File: src/rtl/sha256_round_sched.sv
// SHA-256 round sequencer / message scheduler: loads 16 words, then emits K_t + W_t per round.
// Optional abort input is enabled by defining SHA256_SCHED_ABORT_EN.
module sha256_round_sched #(
    parameter int NUM_ROUNDS = 64
) (
    input  logic        clk,
    input  logic        rst,
`ifdef SHA256_SCHED_ABORT_EN
    input  logic        abort,
`endif
    input  logic        start,
    input  logic [31:0] w_in,
    input  logic        w_in_valid,
    output logic        w_in_ready,
    output logic [5:0]  rom_addr,
    input  logic [31:0] rom_data,
    output logic [31:0] kw_out,
    output logic        kw_valid,
    input  logic        kw_ready,
    output logic [5:0]  round_idx,
    output logic        first_round,
    output logic        last_round,
    output logic        busy,
    output logic        done
);

    typedef enum logic [1:0] {
        ST_IDLE,
        ST_LOAD,
        ST_ROUND,
        ST_DONE
    } state_t;

    localparam logic [5:0] LAST_T = 6'(NUM_ROUNDS - 1);

    state_t             state_q, state_d;
    logic [5:0]         t_q, t_d;
    logic [3:0]         ld_cnt_q, ld_cnt_d;
    logic [15:0][31:0]  win_q, win_d;

    logic               shift_en;
    logic [31:0]        shift_word;
    logic [31:0]        w_next;

    function automatic logic [31:0] rotr(input logic [31:0] x, input int n);
        return (x >> n) | (x << (32 - n));
    endfunction

    function automatic logic [31:0] sig0(input logic [31:0] x);
        return rotr(x, 7) ^ rotr(x, 18) ^ (x >> 3);
    endfunction

    function automatic logic [31:0] sig1(input logic [31:0] x);
        return rotr(x, 17) ^ rotr(x, 19) ^ (x >> 10);
    endfunction

    // Slot 0 always holds W_t for the current round, so the next word W_{t+16} uses slots 14/9/1/0.
    assign w_next = sig1(win_q[14]) + win_q[9] + sig0(win_q[1]) + win_q[0];

    always_comb begin
        state_d    = state_q;
        t_d        = t_q;
        ld_cnt_d   = ld_cnt_q;
        win_d      = win_q;
        shift_en   = 1'b0;
        shift_word = 32'd0;

        case (state_q)
            ST_IDLE: begin
                if (start) begin
                    state_d = ST_LOAD;
                end
            end
            ST_LOAD: begin
                if (w_in_valid) begin
                    shift_en   = 1'b1;
                    shift_word = w_in;
                    ld_cnt_d   = ld_cnt_q + 4'd1;
                    if (ld_cnt_q == 4'd15) begin
                        state_d = ST_ROUND;
                        t_d     = 6'd0;
                    end
                end
            end
            ST_ROUND: begin
                if (kw_ready) begin
                    shift_en   = 1'b1;
                    shift_word = w_next;
                    if (t_q == LAST_T) begin
                        state_d = ST_DONE;
                        t_d     = 6'd0;
                    end else begin
                        t_d = t_q + 6'd1;
                    end
                end
            end
            ST_DONE: begin
                state_d = ST_IDLE;
            end
            default: begin
                state_d = ST_IDLE;
            end
        endcase

        if (shift_en) begin
            for (int i = 0; i < 15; i++) begin
                win_d[i] = win_q[i+1];
            end
            win_d[15] = shift_word;
        end

`ifdef SHA256_SCHED_ABORT_EN
        // Abort also masks a coincident start while idle.
        if (abort) begin
            state_d  = ST_IDLE;
            t_d      = 6'd0;
            ld_cnt_d = 4'd0;
            win_d    = '0;
        end
`endif
    end

    always_ff @(posedge clk) begin
        if (rst) begin
            state_q  <= ST_IDLE;
            t_q      <= 6'd0;
            ld_cnt_q <= 4'd0;
            win_q    <= '0;
        end else begin
            state_q  <= state_d;
            t_q      <= t_d;
            ld_cnt_q <= ld_cnt_d;
            win_q    <= win_d;
        end
    end

    assign w_in_ready  = (state_q == ST_LOAD);
    assign kw_valid    = (state_q == ST_ROUND);
    assign rom_addr    = t_q;
    assign round_idx   = t_q;
    assign kw_out      = rom_data + win_q[0];
    assign first_round = kw_valid && (t_q == 6'd0);
    assign last_round  = kw_valid && (t_q == LAST_T);
    assign busy        = (state_q != ST_IDLE);
    assign done        = (state_q == ST_DONE);

endmodule

File: config.mk
export PLATFORM = sky130hd
export DESIGN_NAME = sha256_round_sched
export DESIGN_NICKNAME = d
export VERILOG_FILES = /design/src/rtl/sha256_round_sched.sv
export SDC_FILE = /design/constraint.sdc
export NUM_CORES = 1
export LEC_CHECK = 0
export CAP_MARGIN = 20
export CORE_MARGIN = 8
export CORE_UTILIZATION = 52
export DETAILED_ROUTE_END_ITERATION = 10
export HOLD_SLACK_MARGIN = 0.05
export PLACE_DENSITY_LB_ADDON = 0.2
export RECOVER_POWER = 100
export SLEW_MARGIN = 0
export SYNTH_ARGS = -nofsm -noshare
export SYNTH_HDL_FRONTEND = slang
export SYNTH_SLANG_ARGS = --single-unit
File: constraint.sdc
create_clock -name clk -period 9.85 [get_ports clk]
set_input_delay 2.4625 -clock clk [delete_from_list [all_inputs] [get_ports clk]]
set_output_delay 2.4625 -clock clk [all_outputs]
set_load 0.01 [all_outputs]
==> impl_metrics.toml <==
[timing]
slew_viol_final = 169
finalHoldViolations = 0
fmaxAchievable_mhz = 111
post-route-min-period_ps = 9040
worst_slew_margin_rel = -3.41
finClkSkew_ps = 36.5
layout_worst_path_cycle_share = 0.917
setup_violations = 0
holdWs_ps = 423
rsz0062_at_grt = "no"
setup_total_negative_slack_ps = 0
postLayoutSetupSlackWorst_ps = 813
tightest_slew_ps = 6620

[synth]
syn-num-nets = 3318
netlist_top_cells_area = "sky130_fd_sc_hd__dfxtp_1 (43%), sky130_fd_sc_hd__nand2_1 (15%), sky130_fd_sc_hd__a21oi_1 (11%)"
synth_enable_flop_cells = 0
synthDistinctLibCells = 68
synth.top_cell.area_share = 0.430
synth_top_area_cell = "sky130_fd_sc_hd__dfxtp_1"
asyncSetResetFlopFracSynth = 0
compound_cell_area_share_of_the_yosys_netlist = 0.168
syn_area_mm2 = 0.0244
yosys_warnings = 0
synth_simple_gate_area_frac = 0.188
post_synth.cell_area_avg_um2 = 7.83
synth-main-ff-cell = "sky130_fd_sc_hd__dfxtp_1"
post_synth_xor_area_fraction = 0.0650
synth_seq_area_share = 0.430
syn_inst_count = 3116
synth_top_family_by_area = "simple AND/OR/NAND/NOR gates"
synth.ff_latch_count = 524
adder_cell_share_of_the_synthesized_area = 0.0876
synth.area.mux_share = 0.00246

[power_and_ir_drop]
internal-power_mw = 3.71
power_mw = 5.14
netSwitchingFraction = 0.278
power.sequential.fraction = 0.425
power_frac_comb = 0.133
total_leakage_power_nw = 10.0
vdd_ir_drop_max_uv = 211
power_density_mw_per_mm2 = 186
p_sw_mw = 1.43
clkPwrFrac = 0.442

[global_route]
antenna_found_initial = 0
grt_pass1_wl_mm = 107
grtUsageTotal = 0.247
grt_pass1_vias = 18900
pin_count_of_the_biggest_net_entering_global_routing = 229
gr_overflow_total = 0

[place]
placedCellCount = 3618
dp_hpwl_mm = 48.4
post_dp_cell_area_mm2 = 0.0256
place.gp.congestion = 0.935
pre_cts_ws_ps = 1090
port_buffers = 118

[setup_path]
slowest_stage = "sky130_fd_sc_hd__dlygate4sd3_1"
cell_by_cell_trace_of_the_critical_path = "clkdlybuf4s50_1 > ha_1 > inv_1 > fa_1 > nor2b_1 > o2111ai_1 > a21oi_1 > o21ai_0 > a211oi_1 > a41oi_1 > a21oi_1 > a311o_1 > dlygate4sd3_1"
critPathCaptureType = "output port"
worst_path_most_repeated_cell = "sky130_fd_sc_hd__a21oi_1"
criticalPathCategory = "in -> out"
worstPathMaxFanout = 3
required_time_at_the_endpoint_of_the_critical_path_ps = 7390
worst-endpoint-arrival_ps = 6570
crit_start_category = "primary input"
slowest_delay_ps = 610

[drt]
route.vias.total = 20400
postRouteWirelength_mm = 68.6
route.antenna.remaining_nets = 0
drt_pass1_iterations = 5
wl_per_cell_um = 18.5
first_iter_violations = 1759
drc_errors = 0
vias_per_cell = 5.48

[cells_and_area]
final_net_count = 3269
fillerInstances = 4290
final-instance-count-excl-fill = 3718
multi_input_area_mm2 = 0.0125
total_area_of_sequential_cells_mm2 = 0.0105
area_delta_synth_final_pct = 13.0
finish.instance_area_mm2 = 0.0276
postLayoutCoreUtil = 0.594
final_layout_size_suffix_gt1_frac = 0.0373
n_antenna_cell = 0

[clocking]
cts_resized = 0
cts_tree = "yes"
post-cts-setup-buffers = 0
clock_tree.htree_level_count = 2
clk_root_buffer_cell = "sky130_fd_sc_hd__clkbuf_16"
worstSkewPairLatency_ps = 620
clk_pin_slew_ps = 70
cts-hold-fix-buffers = 0
cts_num_sinks = 524
clock_path_buffers = 3
total_cts_buffers = 54

[die]
fp.dieW_um = 233
io-pin-count = 119
die_h_um = 233
coreArea_mm2 = 0.0465
initial_core_util = 0.525
design.die.area_mm2 = 0.0541
row_count = 79

[status]
failing_checks = "max-capacitance violations, max-slew violations"
status = "finished, violations left"

[min_path]
hold_path_class = "reg -> reg"

[job]
maxCapViolCount = 1
## power groups by stage
| stage | Sequential, mW | Clock (mW) | Combinational, mW |
|---|---|---|---|
| detailed placement | 2.23 | 0 | 0.688 |
| CTS | 2.19 | 2.31 | 0.690 |
| finish | 2.19 | 2.27 | 0.684 |
| global placement | 2.23 | 0 | 0.679 |
| floorplan | 2.22 | 0 | 0.496 |
| global route | 2.19 | 2.39 | 0.752 |
## flip-flops by register name (all words and copies together) (netlist names)
register	cells
win_q	512
rom_addr	6
ld_cnt_q	4
state_q	2
## cell usage in the layout, fill, tap and decap left out, types with 12 or more instances in the layout
cell type / n
sky130_fd_sc_hd__nand2_1: 1004
sky130_fd_sc_hd__a21oi_1: 553
sky130_fd_sc_hd__dfxtp_1: 524
sky130_fd_sc_hd__inv_1: 139
sky130_fd_sc_hd__xnor2_1: 101
sky130_fd_sc_hd__xor2_1: 80
sky130_fd_sc_hd__nor2_1: 75
sky130_fd_sc_hd__clkdlybuf4s50_1: 72
sky130_fd_sc_hd__ha_1: 70
sky130_fd_sc_hd__fa_1: 63
sky130_fd_sc_hd__clkbuf_16: 54
sky130_fd_sc_hd__dlygate4sd3_1: 45
sky130_fd_sc_hd__o21ai_0: 39
sky130_fd_sc_hd__a21o_1: 27
sky130_fd_sc_hd__nor3_1: 22
sky130_fd_sc_hd__nand4_1: 17
sky130_fd_sc_hd__a221oi_1: 16
sky130_fd_sc_hd__clkbuf_8: 14
sky130_fd_sc_hd__a211oi_1: 13
sky130_fd_sc_hd__o21a_1: 12
## metal layers
metal / part of all wire / vias to the layer above / GRT usage / wire length, um
met5: 0 / - / 0 / 0
met4: 0.032 / 0 / 0.0841 / 2210
met3: 0.048 / 105 / 0.0311 / 3300
met2: 0.46 / 450 / 0.396 / 31700
met1: 0.46 / 9809 / 0.342 / 31400
li1: - / 10000 / - / -
## final cells by class
cell class | instances | share of cell area
clock buffers | 77 | 0.0572
clock inverters | 23 | 0.0161
inverters | 139 | 0.0189
multi-input cells | 2216 | 0.452
flip-flops and latches | 524 | 0.380
well taps | 607 | 0.0275
repair buffers | 132 | 0.0480
## final timing paths
path                            slack [ps]                       to  depth (start not counted)                    start
worst min-delay path                   420  win_q[449]$_SDFFE_PP0P_                          2  win_q[481]$_SDFFE_PP0P_
worst max-delay path                   810               kw_out[30]                         13              rom_data[0]
worst min register to register         420  win_q[449]$_SDFFE_PP0P_                          2  win_q[481]$_SDFFE_PP0P_
worst max register to register        5190  win_q[509]$_SDFFE_PP0P_                         17  win_q[465]$_SDFFE_PP0P_
## cells in the mapped netlist (all sizes together), types with 3 or more instances
library cell     n
o22ai            7
nand4           17
clkbuf         212
dfxtp          524
o21bai           9
buf             25
a211o            3
a22oi            3
a21oi          553
nor2b            9
and2             3
nor3            23
and3            10
nand3           11
a21o            27
o21ai           42
nor2            75
o31ai            4
a211oi          13
a221oi          17
xor2            80
o21a            13
nand2         1004
mux2i            6
a41oi            4
o211ai           3
ha              70
xnor2          101
inv            139
fa              63
nand2b           4
a31oi            8
## logic make-up (layout without fill, tap and decap cells)
kind of cell	after synthesis	after routing
compound gates	728	728
xor+xnor	181	181
fa+ha+maj	133	133
buf+inv	376	371
flops	524	524
mux	6	6
simple gates	1168	1168
## critical path: cells and delay by family
family / cells / cell delay (ps)
simple gates: 1 / 180
fa+ha+maj: 2 / 750
compound gates: 7 / 2000
buf+inv: 3 / 1190
No activity file was read; power rests on OpenSTA's default activity.
